==> src/rtl/cpu_port_bridge.sv <==
// cpu_port_bridge: host-side companion to an 8-bit CPU inPort/outPort pair.
// Inbound FIFO carries host bytes to the CPU inPort. Outbound FIFO captures
// CPU OUT writes for the host. Sticky error flags record lost or invalid transfers.
module cpu_port_bridge #(
  parameter int DEPTH = 4,
  parameter int WIDTH = 8
) (
  input  logic                     clock,
  input  logic                     reset,
  input  logic [WIDTH-1:0]         hostInData,
  input  logic                     hostInValid,
  output logic                     hostInReady,
  output logic [WIDTH-1:0]         cpuInData,
  output logic                     cpuInAvail,
  input  logic                     cpuInPop,
  input  logic [WIDTH-1:0]         cpuOutData,
  input  logic                     cpuOutStrobe,
  output logic [WIDTH-1:0]         hostOutData,
  output logic                     hostOutValid,
  input  logic                     hostOutReady,
  output logic [$clog2(DEPTH):0]   inCount,
  output logic [$clog2(DEPTH):0]   outCount,
  output logic [2:0]               errFlags,
  input  logic                     clearFlags
);

  localparam int AW = $clog2(DEPTH);
  localparam int CW = AW + 1;
  localparam logic [CW-1:0] FULL_CNT = CW'(DEPTH);
  localparam logic [CW-1:0] ZERO_CNT = {CW{1'b0}};

  // Inbound FIFO state
  logic [WIDTH-1:0] in_mem_q [DEPTH];
  logic [AW-1:0]    in_wr_q, in_wr_d, in_rd_q, in_rd_d;
  logic [CW-1:0]    in_cnt_q, in_cnt_d;
  logic             in_rdy_q, in_rdy_d;
  logic             in_push_s, in_pop_s, in_udf_s, in_perr_s;

  // Outbound FIFO state
  logic [WIDTH-1:0] out_mem_q [DEPTH];
  logic [AW-1:0]    out_wr_q, out_wr_d, out_rd_q, out_rd_d;
  logic [CW-1:0]    out_cnt_q, out_cnt_d;
  logic             out_push_s, out_pop_s, out_ovf_s;

  logic [2:0]       err_q, err_d;

  // Inbound next-state: ready is registered so no input reaches it combinationally
  always_comb begin
    in_push_s = hostInValid & in_rdy_q;
    in_perr_s = hostInValid & ~in_rdy_q;
    in_pop_s  = cpuInPop & (in_cnt_q != ZERO_CNT);
    in_udf_s  = cpuInPop & (in_cnt_q == ZERO_CNT);
    in_wr_d   = in_wr_q;
    in_rd_d   = in_rd_q;
    in_cnt_d  = in_cnt_q;
    if (in_push_s) begin
      in_wr_d = in_wr_q + AW'(1);
    end else begin
      in_wr_d = in_wr_q;
    end
    if (in_pop_s) begin
      in_rd_d = in_rd_q + AW'(1);
    end else begin
      in_rd_d = in_rd_q;
    end
    case ({in_push_s, in_pop_s})
      2'b10:   in_cnt_d = in_cnt_q + CW'(1);
      2'b01:   in_cnt_d = in_cnt_q - CW'(1);
      default: in_cnt_d = in_cnt_q;
    endcase
    in_rdy_d = (in_cnt_d != FULL_CNT);
  end

  // Outbound next-state: a strobe into a full queue survives only if the host frees a slot
  always_comb begin
    out_pop_s  = hostOutReady & (out_cnt_q != ZERO_CNT);
    out_push_s = cpuOutStrobe & ((out_cnt_q != FULL_CNT) | out_pop_s);
    out_ovf_s  = cpuOutStrobe & ~out_push_s;
    out_wr_d   = out_wr_q;
    out_rd_d   = out_rd_q;
    out_cnt_d  = out_cnt_q;
    if (out_push_s) begin
      out_wr_d = out_wr_q + AW'(1);
    end else begin
      out_wr_d = out_wr_q;
    end
    if (out_pop_s) begin
      out_rd_d = out_rd_q + AW'(1);
    end else begin
      out_rd_d = out_rd_q;
    end
    case ({out_push_s, out_pop_s})
      2'b10:   out_cnt_d = out_cnt_q + CW'(1);
      2'b01:   out_cnt_d = out_cnt_q - CW'(1);
      default: out_cnt_d = out_cnt_q;
    endcase
  end

  // Sticky flags: a set event outranks a simultaneous clear
  always_comb begin
    err_d = 3'b000;
    if (clearFlags) begin
      err_d = {in_perr_s, out_ovf_s, in_udf_s};
    end else begin
      err_d = err_q | {in_perr_s, out_ovf_s, in_udf_s};
    end
  end

  // Control registers: pointers, counts, ready and flags
  always_ff @(posedge clock or negedge reset) begin
    if (!reset) begin
      in_wr_q   <= {AW{1'b0}};
      in_rd_q   <= {AW{1'b0}};
      in_cnt_q  <= ZERO_CNT;
      in_rdy_q  <= 1'b0;
      out_wr_q  <= {AW{1'b0}};
      out_rd_q  <= {AW{1'b0}};
      out_cnt_q <= ZERO_CNT;
      err_q     <= 3'b000;
    end else begin
      in_wr_q   <= in_wr_d;
      in_rd_q   <= in_rd_d;
      in_cnt_q  <= in_cnt_d;
      in_rdy_q  <= in_rdy_d;
      out_wr_q  <= out_wr_d;
      out_rd_q  <= out_rd_d;
      out_cnt_q <= out_cnt_d;
      err_q     <= err_d;
    end
  end

  // Storage arrays: contents are meaningless until written, so no reset
  always_ff @(posedge clock) begin
    if (in_push_s) begin
      in_mem_q[in_wr_q] <= hostInData;
    end
    if (out_push_s) begin
      out_mem_q[out_wr_q] <= cpuOutData;
    end
  end

  assign hostInReady  = in_rdy_q;
  assign cpuInAvail   = (in_cnt_q != ZERO_CNT);
  assign cpuInData    = cpuInAvail ? in_mem_q[in_rd_q] : {WIDTH{1'b0}};
  assign hostOutValid = (out_cnt_q != ZERO_CNT);
  assign hostOutData  = hostOutValid ? out_mem_q[out_rd_q] : {WIDTH{1'b0}};
  assign inCount      = in_cnt_q;
  assign outCount     = out_cnt_q;
  assign errFlags     = err_q;

endmodule

==> config.mk <==
export PLATFORM = sky130hd
export DESIGN_NAME = cpu_port_bridge
export DESIGN_NICKNAME = d
export VERILOG_FILES = /design/src/rtl/cpu_port_bridge.sv
export SDC_FILE = /design/constraint.sdc
export NUM_CORES = 1
export LEC_CHECK = 0
export ABC_AREA = 1
export BUFFER_PORTS_ARGS = -buffer_cell sky130_fd_sc_hd__buf_2
export CORE_MARGIN = 8
export CORE_UTILIZATION = 31
export CTS_CLUSTER_SIZE = 25
export DETAILED_ROUTE_END_ITERATION = 10
export PLACE_DENSITY = 0.44
export SLEW_MARGIN = 10
export SYNTH_ARGS = -nofsm -noshare
export SYNTH_HDL_FRONTEND = slang
export SYNTH_SLANG_ARGS = --single-unit
export TNS_END_PERCENT = 10
==> constraint.sdc <==
create_clock -name clock -period 3.1 [get_ports clock]
set_input_delay 0.465 -clock clock [delete_from_list [all_inputs] [get_ports clock]]
set_output_delay 0.465 -clock clock [all_outputs]
set_load 0.05 [all_outputs]
==> impl_metrics.csv, run 1 <==
group,metric,value,unit
detailed_routing,routed_wl,7490,um
clock_tree,clkSinkCount,82,
synth,synth.top_cell.area_share,0.523,
floorplan,die_height,125,um
grt,first_global_vias,2404,
clock_tree,h-tree-depth,3,
sta,finalHoldViolCount,0,
power_and_ir_drop,ir_drop,415,uV
grt,grt_max_degree,19,
sta,final.setup.tns,0,ns
run,drv_cap,0,
power_and_ir_drop,powerDensity,1150,nW/um^2
clock_tree,cts_tree,"done",
clock_tree,cts-buffers-inserted,9,
floorplan,pin_count,51,
detailed_routing,wl_met3,328,um
sta,period_minus_slack,2.46,ns
setup_path,path_cells,"inv_6 -> nand2_1 -> nand3_1 -> a21oi_1 -> buf_2",
setup_path,critPathMaxStageDelay,0.82,ns
sta,rsz0062_at_grt,"false",
place,routabilityCongestion,0.726,
detailed_routing,route.detailed.wl_per_inst,13.4,um
synth,synthesis.area,3670,sq um
grt,grt_overflow,0,
synth,synth_xor_area_frac,0.0191,
cells_and_area,final_cells,558,
synth,synthAdderAreaFrac,0.0449,
setup_path,cp_num_buf_inv,2,
clock_tree,holdBufCountCts,0,
cells_and_area,drive_gt1_frac,0.171,
place,dpl.cell_count,542,
sta,fmax,0.406,GHz
synth,muxShareOfSynthArea,0,
setup_path,required,2.63,ns
floorplan,core_area,11500,sq um
detailed_routing,drt_iter0_drc,177,
setup_path,worstPathArrival,2.00,ns
floorplan,rows,39,
synth,synth_cell_types,20,
sta,hold_slack,0.0534,ns
synth,syn_nets,390,
cells_and_area,fillers,1174,
setup_path,crit_type,"reg2out",
grt,grt_pass1_wl,12500,um
min_path,hold_path.class,"in2async",
synth,synth_top_family_by_area,"simple AND/OR/NAND/NOR gates",
status,outcome,"finished clean",
floorplan,die-area,15600,sq um
setup_path,setup.worst_path.start_class,"register",
power_and_ir_drop,p_leak,2.01,nW
sta,final-max-slew-violation-count,0,
synth,syn_inst,355,
synth,yosysSeqAreaShare,0.646,
detailed_routing,top_layer,"met4",
cells_and_area,fin_nets,445,
synth,yosysTopAreaCell,"edfxtp_1",
clock_tree,clk_latency,0.35,ns
detailed_routing,route.detailed.drc,0,
synth,synth.area.top_cells,"edfxtp_1 52%, dfrtp_1 12%, nand2_1 12%",
synth,synth_warnings,0,
clock_tree,clk_pin_slew,0.06,ns
place,dpl_worst_slack,0.964,ns
detailed_routing,wl_met1,3600,um
sta,final-setup-viol-count,0,
detailed_routing,drt_first_pass_iters,4,
detailed_routing,vias,2329,
setup_path,cpLargestDelayFamily,"flip-flops",
floorplan,initial_core_util,0.319,
clock_tree,cts_root_buf,"clkbuf_16",
synth,synth_seq_cells,82,
setup_path,crit_fanout,18,
sta,fin_crit_sh,0.794,
detailed_routing,antenna_left,0,
setup_path,crit_path_top_delay_cell,"dfrtp_1",
synth,synth_compound_area_frac,0.0344,
place,port_buffers,50,
cells_and_area,num_antenna_cells,0,
synth,synth-simple-area-share,0.163,
cells_and_area,synthToLayoutAreaGrowth,18.5,%
clock_tree,cts_resized,0,
clock_tree,clk_path_buf_depth,2,
sta,tightest_slew,0.867,ns
grt,antenna_found_initial,0,
power_and_ir_drop,finalPower,5.00,mW
sta,worst_slack,0.638,ns
sta,slew_headroom,0.420,
detailed_routing,wl_met2,3420,um
clock_tree,post-cts-setup-buffers,0,
detailed_routing,viasPerCell,4.17,
place,dpl.hpwl,5170,um
grt,track_usage,0.104,
setup_path,crit_path_end_kind,"primary output",
sta,fin_worst_skew,0.00849,ns
floorplan,dieWidth,125,um
synth,syn_avg_cell_area,10.4,sq um
[synth_stat cells]
cell type,n
inv_4,1
inv_1,67
a21oi_2,1
edfxtp_1,64
o22ai_1,2
inv_6,1
xor2_1,4
nor2_1,12
buf_4,1
fa_1,2
a21oi_1,16
xnor2_1,4
nand3_1,22
buf_6,5
o21ai_0,5
nand4_1,1
ha_1,10
dfrtp_1,18
buf_2,2
nand2_1,117
[routing by layer]
layer / global-route usage / vias to the layer above
li1: - / 1231
met1: 0.123 / 1046
met2: 0.161 / 43
met3: 0.0334 / 9
met4: 0.0623 / 0
met5: 0 / -
[power by group]
part	switching [mW]	internal (mW)
sequential	0.223	1.47
clock	0.457	0.637
combinational	1.66	0.553
[worst register-to-register path, cell delays in order, from the launching register on]
cell and delay [ns]:
dfrtp_1 0.40, inv_1 0.10, nand3_1 0.18, nand2_1 0.18, inv_1 0.06, ha_1 0.18, inv_1 0.08, fa_1 0.41
o21ai_0 0.25, nor2_1 0.09, nand2_1 0.07
[through the flow]
stage | area, sq um | utilization
after floorplan | 3670 | -
final | 4350 | 0.378
after CTS | 4350 | 0.378
after global routing | 4350 | 0.378
after detailed placement | 4050 | 0.351
after global placement | 4050 | 0.351
[area by class of cell]
type                       instances  area (sq um)  share of cell area
inverter                          69           267              0.0612
clock buffer                       9           225              0.0517
tap                              143           179              0.0411
multi-input combinational        196           962               0.221
clock inverter                     7          82.6              0.0190
timing repair buffer              52           265              0.0609
sequential                        82          2370               0.545
[cells by family (layout without fill, tap and decap cells)]
group | count (synthesis) | in the layout
simple gates | 152 | 152
flops | 82 | 82
buf+inv | 77 | 137
compound gates | 24 | 24
fa+ha+maj | 12 | 12
xor+xnor | 8 | 8
[placed cells by master, fill, tap and decap left out, types with 4 or more instances in the layout]
master     count
a21oi_1       16
o21ai_0        5
dfrtp_1       18
edfxtp_1      64
xor2_1         4
buf_2         50
inv_6          4
nor2_1        12
xnor2_1        4
clkbuf_16      9
nand3_1       22
inv_1         67
nand2_1      117
ha_1          10
[final timing paths]
path,startpoint,cells past startpoint,slack (ns),end
max reg2reg,inCount[0]$_DFF_PN0_,10,1.03,hostInReady$_DFF_PN0_
min in group clock,hostInData[2],1,0.33,in_mem_q[1][2]$_DFFE_PP_
min reg2reg,hostInReady$_DFF_PN0_,1,0.50,errFlags[2]$_DFF_PN0_
max,in_rd_q[0]$_DFFE_PN0P_,5,0.64,cpuInData[0]
min,reset,1,0.05,in_rd_q[0]$_DFFE_PN0P_
max in group asynchronous,reset,1,2.74,out_rd_q[1]$_DFFE_PN0P_
[sequential cells by signal, indices dropped and copies added, names as in the netlist]
| signal | count |
|---|---|
| errFlags | 3 |
| hostInReady | 1 |
| inCount | 3 |
| in_mem_q | 32 |
| in_rd_q | 2 |
| in_wr_q | 2 |
| outCount | 3 |
| out_mem_q | 32 |
| out_rd_q | 2 |
| out_wr_q | 2 |
(Power assumes the default switching activity.)
==> run 2: changes to the inputs <==
--- a/config.mk
+++ b/config.mk
@@ -11,7 +11,7 @@
 export CORE_UTILIZATION = 31
 export CTS_CLUSTER_SIZE = 25
 export DETAILED_ROUTE_END_ITERATION = 10
-export PLACE_DENSITY = 0.44
+export PLACE_DENSITY = 0.46
 export SLEW_MARGIN = 10
 export SYNTH_ARGS = -nofsm -noshare
 export SYNTH_HDL_FRONTEND = slang
==> constraint.sdc (replaced) <==
create_clock -name clock -period 2.1 [get_ports clock]
set_input_delay 0.315 -clock clock [delete_from_list [all_inputs] [get_ports clock]]
set_output_delay 0.315 -clock clock [all_outputs]
set_load 0.05 [all_outputs]
==> run 2 against run 1 <==
Routed wire length up 1.4%; largest cell class unchanged; final area rose by 4.4%; global-route usage is 0.082 points higher; utilization rose by 1.7 points; worst hold slack better by 0.14 ns; combinational power up 71%; setup slack worse by 0.51 ns; die area did not move; via count increased by 4.9%; flip-flop and latch count did not move; critical path type unchanged; first-iteration DRC count fell by 50%; non-clock buffer count grew 17.
==> impl_metrics.csv, run 2 (synthesis gave the netlist of run 1 again) <==
group,metric,value,unit
status,outcome,"finished clean",
clock_tree,clk_latency,0.33,ns
grt,grt_max_degree,19,
grt,antenna_found_initial,0,
grt,track_usage,0.104,
detailed_routing,antenna_left,0,
place,port_buffers,50,
cells_and_area,fillers,1176,
setup_path,required,1.78,ns
clock_tree,post-cts-setup-buffers,0,
setup_path,r2r_setup_slack,0.17,ns
power_and_ir_drop,powerDensity,1690,nW/um^2
setup_path,setup.worst_path.start_class,"register",
clock_tree,clk_pin_slew,0.07,ns
floorplan,initial_core_util,0.319,
power_and_ir_drop,finalPower,7.66,mW
setup_path,r2r_end,"outCount[2]$_DFFE_PN0P_",
grt,grt_overflow,0,
setup_path,crit_path_top_delay_cell,"dfrtp_2",
floorplan,dieWidth,125,um
clock_tree,cts-buffers-inserted,9,
cells_and_area,final_cell_mix,"116 x nand2_1, 67 x inv_1, 64 x edfxtp_1, 50 x buf_2, 21 x nand3_1",
detailed_routing,route.detailed.drc,0,
min_path,min_path_cells,1,
setup_path,crit_path_end,"cpuInData[0]",
cells_and_area,num_antenna_cells,0,
detailed_routing,drt_first_pass_iters,6,
floorplan,die_height,125,um
cells_and_area,synthToLayoutAreaGrowth,23.7,%
setup_path,path_cells,"inv_1 -> nand3_4 -> inv_1 -> a21oi_2 -> buf_2",
cells_and_area,top_regs,"in_mem_q: 32 flops, out_mem_q: 32 flops",
grt,first_global_vias,2558,
clock_tree,clk_path_buf_depth,2,
cells_and_area,multiInputGateArea,1030,sq um
clock_tree,clkSinkCount,82,
grt,grt_pass1_wl,12900,um
setup_path,r2r_cells,9,
cells_and_area,layout_commonest_cell,"nand2_1",
sta,tightest_slew,0.479,ns
power_and_ir_drop,p_leak,2.10,nW
floorplan,core_area,11500,sq um
sta,fin_worst_skew,0.00727,ns
setup_path,crit_top_cell,"inv_1",
clock_tree,cts_tree,"done",
setup_path,worstPathArrival,1.66,ns
clock_tree,cts_root_buf,"clkbuf_16",
cells_and_area,fin_nets,462,
setup_path,timing.rr.start,"outCount[1]$_DFFE_PN0P_",
power_and_ir_drop,ir_drop,751,uV
sta,period_minus_slack,1.98,ns
setup_path,critical_path.startpoint,"inCount[0]$_DFF_PN0_",
detailed_routing,viasPerCell,4.25,
clock_tree,h-tree-depth,3,
setup_path,critPathMaxStageDelay,0.42,ns
place,routabilityCongestion,0.731,
sta,worst_slack,0.124,ns
sta,fin_crit_sh,0.941,
detailed_routing,route.detailed.wl_per_inst,13.2,um
floorplan,pin_count,51,
setup_path,crit_type,"reg2out",
sta,final-setup-viol-count,0,
place,dpl_worst_slack,0.186,ns
run,drv_cap,0,
floorplan,rows,39,
sta,finalHoldViolCount,0,
cells_and_area,drive_gt1_frac,0.250,
sta,final-max-slew-violation-count,0,
cells_and_area,seqCellArea,2380,sq um
sta,fmax,0.506,GHz
floorplan,die-area,15600,sq um
detailed_routing,drt_iter0_drc,88,
sta,rsz0062_at_grt,"true",
sta,slew_headroom,0.680,
setup_path,crit_path_end_kind,"primary output",
detailed_routing,routed_wl,7600,um
detailed_routing,vias,2442,
place,dpl.hpwl,5300,um
setup_path,crit_fanout,8,
min_path,hold_path.class,"in2reg",
==> run 2: cell count changes in the layout (fill, tap and decap cells not counted), moves of 2 or more <==
cell	change
a21oi_2	+15
dfrtp_2	+4
buf_4	+16
a21oi_1	-15
inv_8	+2
dfrtp_1	-4
==> run 2: per-stage QoR <==
step | cell area (sq um) | hold slack [ns] | instances | util | TNS (ns)
final | 4540 | 0.192 | 575 | 0.395 | 0
after global routing | 4540 | 0.182 | 575 | 0.395 | -0.000561
after CTS | 4540 | 0.176 | 575 | 0.395 | 0
after detailed placement | 4240 | 0.283 | 558 | 0.368 | 0
after global placement | 4240 | 0.285 | 558 | 0.368 | 0
after floorplan | 3750 | 0.0194 | 355 | - | -0.212
==> run 2: cell type report <==
| cell class | instances | share of cell area |
|---|---|---|
| clock buffer | 9 | 0.0496 |
| tap | 143 | 0.0394 |
| multi-input combinational | 196 | 0.227 |
| timing repair buffer | 69 | 0.0870 |
| inverter | 69 | 0.0586 |
| clock inverter | 7 | 0.0149 |
| sequential | 82 | 0.523 |
==> run 2: how the worst min path moves through the flow <==
stage	from	slack, ns	to
global placement	reset	0.29	hostInReady$_DFF_PN0_
detailed placement	reset	0.28	hostInReady$_DFF_PN0_
CTS	hostInData[2]	0.18	in_mem_q[2][2]$_DFFE_PP_
floorplan	reset	0.02	errFlags[0]$_DFF_PN0_
finish	hostInData[1]	0.19	in_mem_q[0][1]$_DFFE_PP_
global route	hostInData[2]	0.18	in_mem_q[1][2]$_DFFE_PP_
==> run 2: where the power goes <==
part | internal [mW] | switching (mW)
logic | 1.03 | 2.75
clock network | 0.839 | 0.694
registers | 2.17 | 0.177
total | 4.04 | 3.62
==> run 2: routing by layer <==
metal,GRT usage,up-vias,routed length [um]
met2,0.182,43,3760
met5,0,-,0
met1,0.119,1129,3420
li1,-,1261,-
met4,0.0372,0,97
met3,0.0317,9,323
==> run 2: repair_timing <==
item	CTS	global route
setup endpoints to repair	0	2
hold endpoints to repair	18	0
hold buffers	1	0
gates resized for setup	0	1
==> run 2: critical path: cells and delay by family, from the launching register on <==
kind,cells,cell delay [ns]
DFF,1,0.42
AOI/OAI and AO/OA,1,0.06
buffers and inverters,3,0.74
and+or+nand+nor,1,0.10
